**config.mk**
```make
export PLATFORM = sky130hd
export DESIGN_NAME = fifo_reader_flat
export DESIGN_NICKNAME = d
export VERILOG_FILES = /design/src/rtl/fifo_reader_if.sv /design/src/rtl/fifo_reader.sv /design/src/flat_wrapper.sv
export SDC_FILE = /design/constraint.sdc
export NUM_CORES = 1
export LEC_CHECK = 0
export CORE_ASPECT_RATIO = 0.75
export CORE_MARGIN = 2
export CORE_UTILIZATION = 38
export CTS_BUF_LIST = sky130_fd_sc_hd__clkbuf_8
export DETAILED_ROUTE_END_ITERATION = 12
export DONT_BUFFER_PORTS = 1
export GPL_TIMING_DRIVEN = 0
export PLACE_DENSITY = 0.63
export SKIP_LAST_GASP = 1
export SLEW_MARGIN = 20
export SYNTH_ARGS = -nofsm -noshare
export SYNTH_HDL_FRONTEND = slang
export SYNTH_SLANG_ARGS = --single-unit
```
**constraint.sdc**
```tcl
create_clock -name clk -period 7.43 [get_ports clk]
set_input_delay 0 -clock clk [delete_from_list [all_inputs] [get_ports clk]]
set_output_delay 0 -clock clk [all_outputs]
set_load 0.02 [all_outputs]
```
**src/rtl/fifo_reader_if.sv**
```systemverilog
// fifo_reader_if: groups the command/status, FIFO read-port and output-stream
// signals of fifo_reader.
//   Command/status : startEn, burstLen (to reader); busy, done, wordCount (from reader)
//   FIFO read port : empty, readData (to reader); readEn (from reader)
//   Output stream  : outReady (to reader); outValid, outData (from reader)
// The master modport is the reader's view. The slave modport is the view of
// the FIFO, the downstream sink and the command source combined.
interface fifo_reader_if #(
  parameter int unsigned DataWidth = 32,
  parameter int unsigned LenWidth  = 8
);
  logic                 startEn;
  logic [LenWidth-1:0]  burstLen;
  logic                 busy;
  logic                 done;
  logic                 empty;
  logic [DataWidth-1:0] readData;
  logic                 readEn;
  logic                 outValid;
  logic                 outReady;
  logic [DataWidth-1:0] outData;
  logic [LenWidth-1:0]  wordCount;

  modport master (
    input  startEn,
    input  burstLen,
    input  empty,
    input  readData,
    input  outReady,
    output busy,
    output done,
    output readEn,
    output outValid,
    output outData,
    output wordCount
  );

  modport slave (
    output startEn,
    output burstLen,
    output empty,
    output readData,
    output outReady,
    input  busy,
    input  done,
    input  readEn,
    input  outValid,
    input  outData,
    input  wordCount
  );
endinterface

```
**src/rtl/fifo_reader.sv**
```systemverilog
// fifo_reader: read-side consumer for a first-word-fall-through synchronous FIFO.
// It accepts a burst command of burstLen words, pops exactly that many words,
// and forwards them in order through a 2-entry registered buffer onto a
// valid/ready stream. A one-cycle done pulse follows the last accepted word.
// Ports:
//   clk  - single clock, all state updates on posedge
//   rst  - synchronous active-high reset
//   bus  - fifo_reader_if.master (command/status, FIFO read port, output stream)
module fifo_reader #(
  parameter int unsigned DataWidth = 32,
  parameter int unsigned LenWidth  = 8
) (
  input logic           clk,
  input logic           rst,
  fifo_reader_if.master bus
);

  typedef enum logic [1:0] {
    StIdle,
    StBurst,
    StFlush
  } state_e;

  state_e               r_state;
  state_e               w_state_next;
  logic [LenWidth-1:0]  r_remaining;
  logic [LenWidth-1:0]  r_burst_len;
  logic [LenWidth-1:0]  r_word_count;
  logic [DataWidth-1:0] r_buf0;       // head entry, drives outData
  logic [DataWidth-1:0] r_buf1;       // tail entry, only valid when count==2
  logic [1:0]           r_buf_count;
  logic                 r_done;

  logic                 w_start;
  logic                 w_push;
  logic                 w_pop;

  // A start is only honoured in IDLE; anything else is dropped, not queued.
  assign w_start = (r_state == StIdle) && bus.startEn;

  // Pop decision uses registered state plus empty only, so outReady has no
  // combinational path to readEn. rst gates it so the FIFO is never popped in
  // a reset cycle, whatever state the register held beforehand.
  assign w_push = (r_state == StBurst) && !bus.empty && (r_remaining != '0) &&
                  (r_buf_count != 2'd2) && !rst;

  assign w_pop  = (r_buf_count != 2'd0) && bus.outReady;

  // ---------------------------------------------------------------------------
  // FSM
  // ---------------------------------------------------------------------------
  always_ff @(posedge clk) begin
    if (rst) begin
      r_state <= StIdle;
    end else begin
      r_state <= w_state_next;
    end
  end

  always_comb begin
    w_state_next = r_state;
    case (r_state)
      StIdle: begin
        if (bus.startEn) begin
          w_state_next = (bus.burstLen != '0) ? StBurst : StFlush;
        end
      end
      StBurst: begin
        // Last word of the burst is being popped at this edge.
        if (w_push && (r_remaining == LenWidth'(1))) begin
          w_state_next = StFlush;
        end
      end
      StFlush: begin
        if (r_buf_count == 2'd0) begin
          w_state_next = StIdle;
        end
      end
      default: w_state_next = StIdle;
    endcase
  end

  // done is registered: it is high in the first IDLE cycle after FLUSH drains.
  always_ff @(posedge clk) begin
    if (rst) begin
      r_done <= 1'b0;
    end else begin
      r_done <= (r_state == StFlush) && (r_buf_count == 2'd0);
    end
  end

  // ---------------------------------------------------------------------------
  // Burst counters
  // ---------------------------------------------------------------------------
  always_ff @(posedge clk) begin
    if (rst) begin
      r_remaining <= '0;
      r_burst_len <= '0;
    end else if (w_start) begin
      r_remaining <= bus.burstLen;
      r_burst_len <= bus.burstLen;
    end else if (w_push) begin
      r_remaining <= r_remaining - LenWidth'(1);
    end
  end

  // Saturating at the captured length keeps a max-length burst from wrapping.
  always_ff @(posedge clk) begin
    if (rst) begin
      r_word_count <= '0;
    end else if (w_start) begin
      r_word_count <= '0;
    end else if (w_pop && (r_word_count != r_burst_len)) begin
      r_word_count <= r_word_count + LenWidth'(1);
    end
  end

  // ---------------------------------------------------------------------------
  // 2-entry in-order buffer. Entries shift toward the head on a pop so the
  // head is always r_buf0 and outData needs no read mux.
  // ---------------------------------------------------------------------------
  always_ff @(posedge clk) begin
    if (rst) begin
      r_buf0      <= '0;
      r_buf1      <= '0;
      r_buf_count <= 2'd0;
    end else begin
      case ({w_push, w_pop})
        2'b10: begin
          if (r_buf_count == 2'd0) begin
            r_buf0 <= bus.readData;
          end else begin
            r_buf1 <= bus.readData;
          end
          r_buf_count <= r_buf_count + 2'd1;
        end
        2'b01: begin
          r_buf0      <= r_buf1;
          r_buf_count <= r_buf_count - 2'd1;
        end
        2'b11: begin
          // Head leaves and the new word lands behind whatever remains.
          if (r_buf_count == 2'd1) begin
            r_buf0 <= bus.readData;
          end else begin
            r_buf0 <= r_buf1;
            r_buf1 <= bus.readData;
          end
        end
        default: ;
      endcase
    end
  end

  // ---------------------------------------------------------------------------
  // Outputs
  // ---------------------------------------------------------------------------
  assign bus.readEn    = w_push;
  assign bus.busy      = (r_state != StIdle);
  assign bus.done      = r_done;
  assign bus.outValid  = (r_buf_count != 2'd0);
  assign bus.outData   = r_buf0;
  assign bus.wordCount = r_word_count;

endmodule

```
**src/flat_wrapper.sv**
```systemverilog
// flat-port wrapper written by rule: the top's interface ports become plain ports
module fifo_reader_flat 
#(
  parameter int unsigned DataWidth = 32,
  parameter int unsigned LenWidth  = 8
)
  (clk, rst, bus_startEn, bus_burstLen, bus_empty, bus_readData, bus_outReady, bus_busy, bus_done, bus_readEn, bus_outValid, bus_outData, bus_wordCount);
  fifo_reader_if #(.DataWidth(DataWidth), .LenWidth(LenWidth)) bus_i ();
  input logic clk;
  input logic rst;
  input wire logic [$bits(bus_i.startEn)-1:0] bus_startEn;
  input wire logic [$bits(bus_i.burstLen)-1:0] bus_burstLen;
  input wire logic [$bits(bus_i.empty)-1:0] bus_empty;
  input wire logic [$bits(bus_i.readData)-1:0] bus_readData;
  input wire logic [$bits(bus_i.outReady)-1:0] bus_outReady;
  output wire logic [$bits(bus_i.busy)-1:0] bus_busy;
  output wire logic [$bits(bus_i.done)-1:0] bus_done;
  output wire logic [$bits(bus_i.readEn)-1:0] bus_readEn;
  output wire logic [$bits(bus_i.outValid)-1:0] bus_outValid;
  output wire logic [$bits(bus_i.outData)-1:0] bus_outData;
  output wire logic [$bits(bus_i.wordCount)-1:0] bus_wordCount;
  assign bus_i.startEn = bus_startEn;
  assign bus_i.burstLen = bus_burstLen;
  assign bus_i.empty = bus_empty;
  assign bus_i.readData = bus_readData;
  assign bus_i.outReady = bus_outReady;
  assign bus_busy = bus_i.busy;
  assign bus_done = bus_i.done;
  assign bus_readEn = bus_i.readEn;
  assign bus_outValid = bus_i.outValid;
  assign bus_outData = bus_i.outData;
  assign bus_wordCount = bus_i.wordCount;
  fifo_reader #(.DataWidth(DataWidth), .LenWidth(LenWidth)) u_core (.clk(clk), .rst(rst), .bus(bus_i));
endmodule
```
==> flow_summary.toml <==
[clock_network]
cts_max_path_buffers = 2
clock-sinks = 93
path_clk_slew_ps = 100
cts_tree = "built"
htree_levels = 3
cts_root_buf = "clkbuf_8"
post_cts.repair.setup_buffers = 0
cts_buffers = 9
insertion_delay_ps = 360

[place]
gp_congestion = 0.8424
pre_cts_slack_ps = 3911
dp_hpwl_mm = 8.192
portBuffers = 0
placed_area_um2 = 4305

[detailed_routing]
drtAntennaViolNets = 0
drt_first_pass_iters = 5
vias_per_cell = 5.471
initialDrtViolationCount = 253
drc = 0
finalWirelength_mm = 11.42
vias = 3742
wl_per_cell_um = 16.70

[final_layout]
area_growth_pct = 19.36
multi_input_area_um2 = 2100
fin_nets = 599
fin_util_pct = 47.23
post-route-cell-area_um2 = 4936
drive_above_1_share_pct = 5.292
seqCellArea_um2 = 1862
nFillCells = 1019
diodes = 0

[worst_setup_path]
critPathKind = "flop to flop"
path_cells = "inv_1 -> ha_1 -> inv_1 -> nand2_1 -> inv_2 -> buf_1 -> ha_1 -> nor2b_1 -> o21a_1 -> clkbuf_1 -> a22oi_1 -> a211oi_1"
required_ps = 7690
crit_path_end_kind = "flop"
critPathLaunchType = "flop"
critPathMaxStageDelay_ps = 470
cp.arrival_ps = 3800
slowest_stage = "buf_1"
crit_fanout = 12

[floorplan]
core.rowCount = 32
io_pins = 89
coreArea_um2 = 10450
initial_core_util_pct = 39.57
die_y_um = 94.34
die_w_um = 124.5
die_area_um2 = 11740

[min_path]
hp-class = "input pin to flop"

[timing]
timing.hold.ws_ps = 74.12
fmax_ghz = 0.2821
tns_ps = 0
rsz0062_at_grt = "no"
tightest_slew_ps = 1108
finalHoldViolCount = 0
min_period_over_period_pct = 47.71
skew_ps = 12.72
final-setup-viol-count = 0
fin_ws_ps = 3885
maxSlewViolCount = 0
maxSlewHeadroom_pct = 25.43
period_minus_slack_ps = 3545

[synthesis]
synth_edf_count = 0
synth_cells = 488
ys_warn_count = 0
synthesis.area_um2 = 4135
yosys_most_used_dff = "dfxtp_1"
seq_area_frac_synth_pct = 45.02
synth_cell_types = 47
ys_ff_latch = 93
synth_area_leaders = "dfxtp_1 45%, nand2_1 8.9%, a211oi_1 6.4%"
syn_nets = 543
synth_top_area_share_pct = 45.02
synth_top_area_cell = "dfxtp_1"
syn_avg_cell_area_um2 = 8.474
synthArstFlopShare_pct = 0

[power_and_ir_drop]
leakagePower_nw = 1.718
peakVddDrop_v = 0.0001397
powerDensity_nw_per_um2 = 302.0

[global_route]
grt_pass1_wl_mm = 18.42
grt-ovfl-total = 0
track_usage_pct = 19.53
antenna_found_initial = 0
grt_start_max_net_pins = 16
grt_pass1_vias = 3499

[outcome]
status = "finished, final reports clean"

[flow_run]
drv_cap = 0
-- critical path, delay by kind of cell, from the launching register on --
kind / cells / cell delay (ps)
AOI/OAI and AO/OA: 3 / 660
DFF: 1 / 380
buffers and inverters: 5 / 1500
and+or+nand+nor: 2 / 360
adders and majority gates: 2 / 530
-- path summary, 6_finish.rpt --
| check | slack, ps | from | to | cells after the start |
|---|---|---|---|---|
| setup / recovery | 3890 | u_core.r_buf_count[0] | u_core.bus.outData[26] | 12 |
| hold / removal | 70 | bus_outReady | u_core.bus.wordCount[1] | 3 |
| setup reg to reg | 3890 | u_core.r_buf_count[0] | u_core.bus.outData[26] | 12 |
| hold reg to reg | 460 | u_core.r_buf1[0] | u_core.r_buf1[0] | 2 |
-- power breakdown --
part           leakage (nW)  internal [mW]  switching, mW
Combinational         0.868          0.174          0.260
Sequential            0.758          0.590          0.158
Clock                0.0925          0.130          0.179
-- cell type report --
| cell class | count | share of cell area [%] |
|---|---|---|
| repair buffers | 45 | 9.125 |
| clock inverters | 5 | 0.7351 |
| inverters | 8 | 0.6084 |
| clock buffers | 10 | 2.788 |
| plain buffers | 37 | 3.042 |
| well taps | 136 | 3.447 |
| flip-flops and latches | 93 | 37.72 |
| multi-input cells | 350 | 42.53 |
-- logic make-up (layout without fill, tap and decap cells) --
family	Yosys count	after routing	synth area share [%]
fa+ha+maj	10	10	3.026
mux	9	9	2.179
buf+inv	45	105	4.357
flops	93	93	45.02
compound gates	137	137	22.30
xor+xnor	11	11	2.330
simple gates	183	183	20.79
-- layer usage --
metal	vias to the layer above	global-route usage, %	share of wire (%)
met4	0	4.120	0.48
met2	99	31.24	46
met3	5	6.062	7.3
met5	-	0	0
met1	1754	26.23	47
li1	1884	-	-
-- metrics by stage --
stage                     std cells  power [mW]
after floorplan                 488       1.054
after global placement          624       1.156
after global routing            684       1.591
after CTS                       684       1.500
after detailed placement        624       1.168
final                           684       1.491
-- layout by cell type (no fill, tap or decap), drive strengths merged, types with 3 or more instances in the layout --
master       instances
dfxtp               93
dlygate4sd3         45
nor2                 8
or3                  8
mux2i                9
clkbuf              37
o21ai                4
nor4                 6
a211oi              35
a21oi               52
nand3                5
a22oi               33
xor2                10
ha                  10
nor3                36
buf                 10
or4                  3
nand4                5
clkinv               4
inv                  9
nand2               98
-- flip-flops by register name (all words and copies together) (netlist names) --
register and cells:
u_core.bus.outData 32, u_core.r_buf_count 2, u_core.r_remaining 8, u_core.r_buf1 32
u_core.bus.done 1, u_core.bus.wordCount 8, u_core.r_burst_len 8, u_core.r_state 2
-- Yosys cell counts, types with 2 or more instances --
master / n
buf_2: 3
or3b_2: 2
nand2_1: 98
or3_1: 7
a21oi_1: 52
mux2i_1: 9
o211ai_1: 2
nor4_1: 6
inv_1: 7
o21ai_1: 2
or4_1: 3
or2_2: 2
dfxtp_1: 93
nor3b_1: 2
ha_1: 10
o21a_1: 2
clkbuf_1: 27
buf_1: 6
nand3_1: 5
nor3_1: 36
xor2_1: 10
a211oi_1: 35
nand4_1: 5
a22oi_1: 33
nor2_1: 8
o21ai_0: 2
-- timing repair --
action                                 in CTS  in global routing
endpoints found under the hold margin      82                  0
hold buffers                               45                  0
resized for setup                           0                  0
Power figures use the tool's default switching activity.
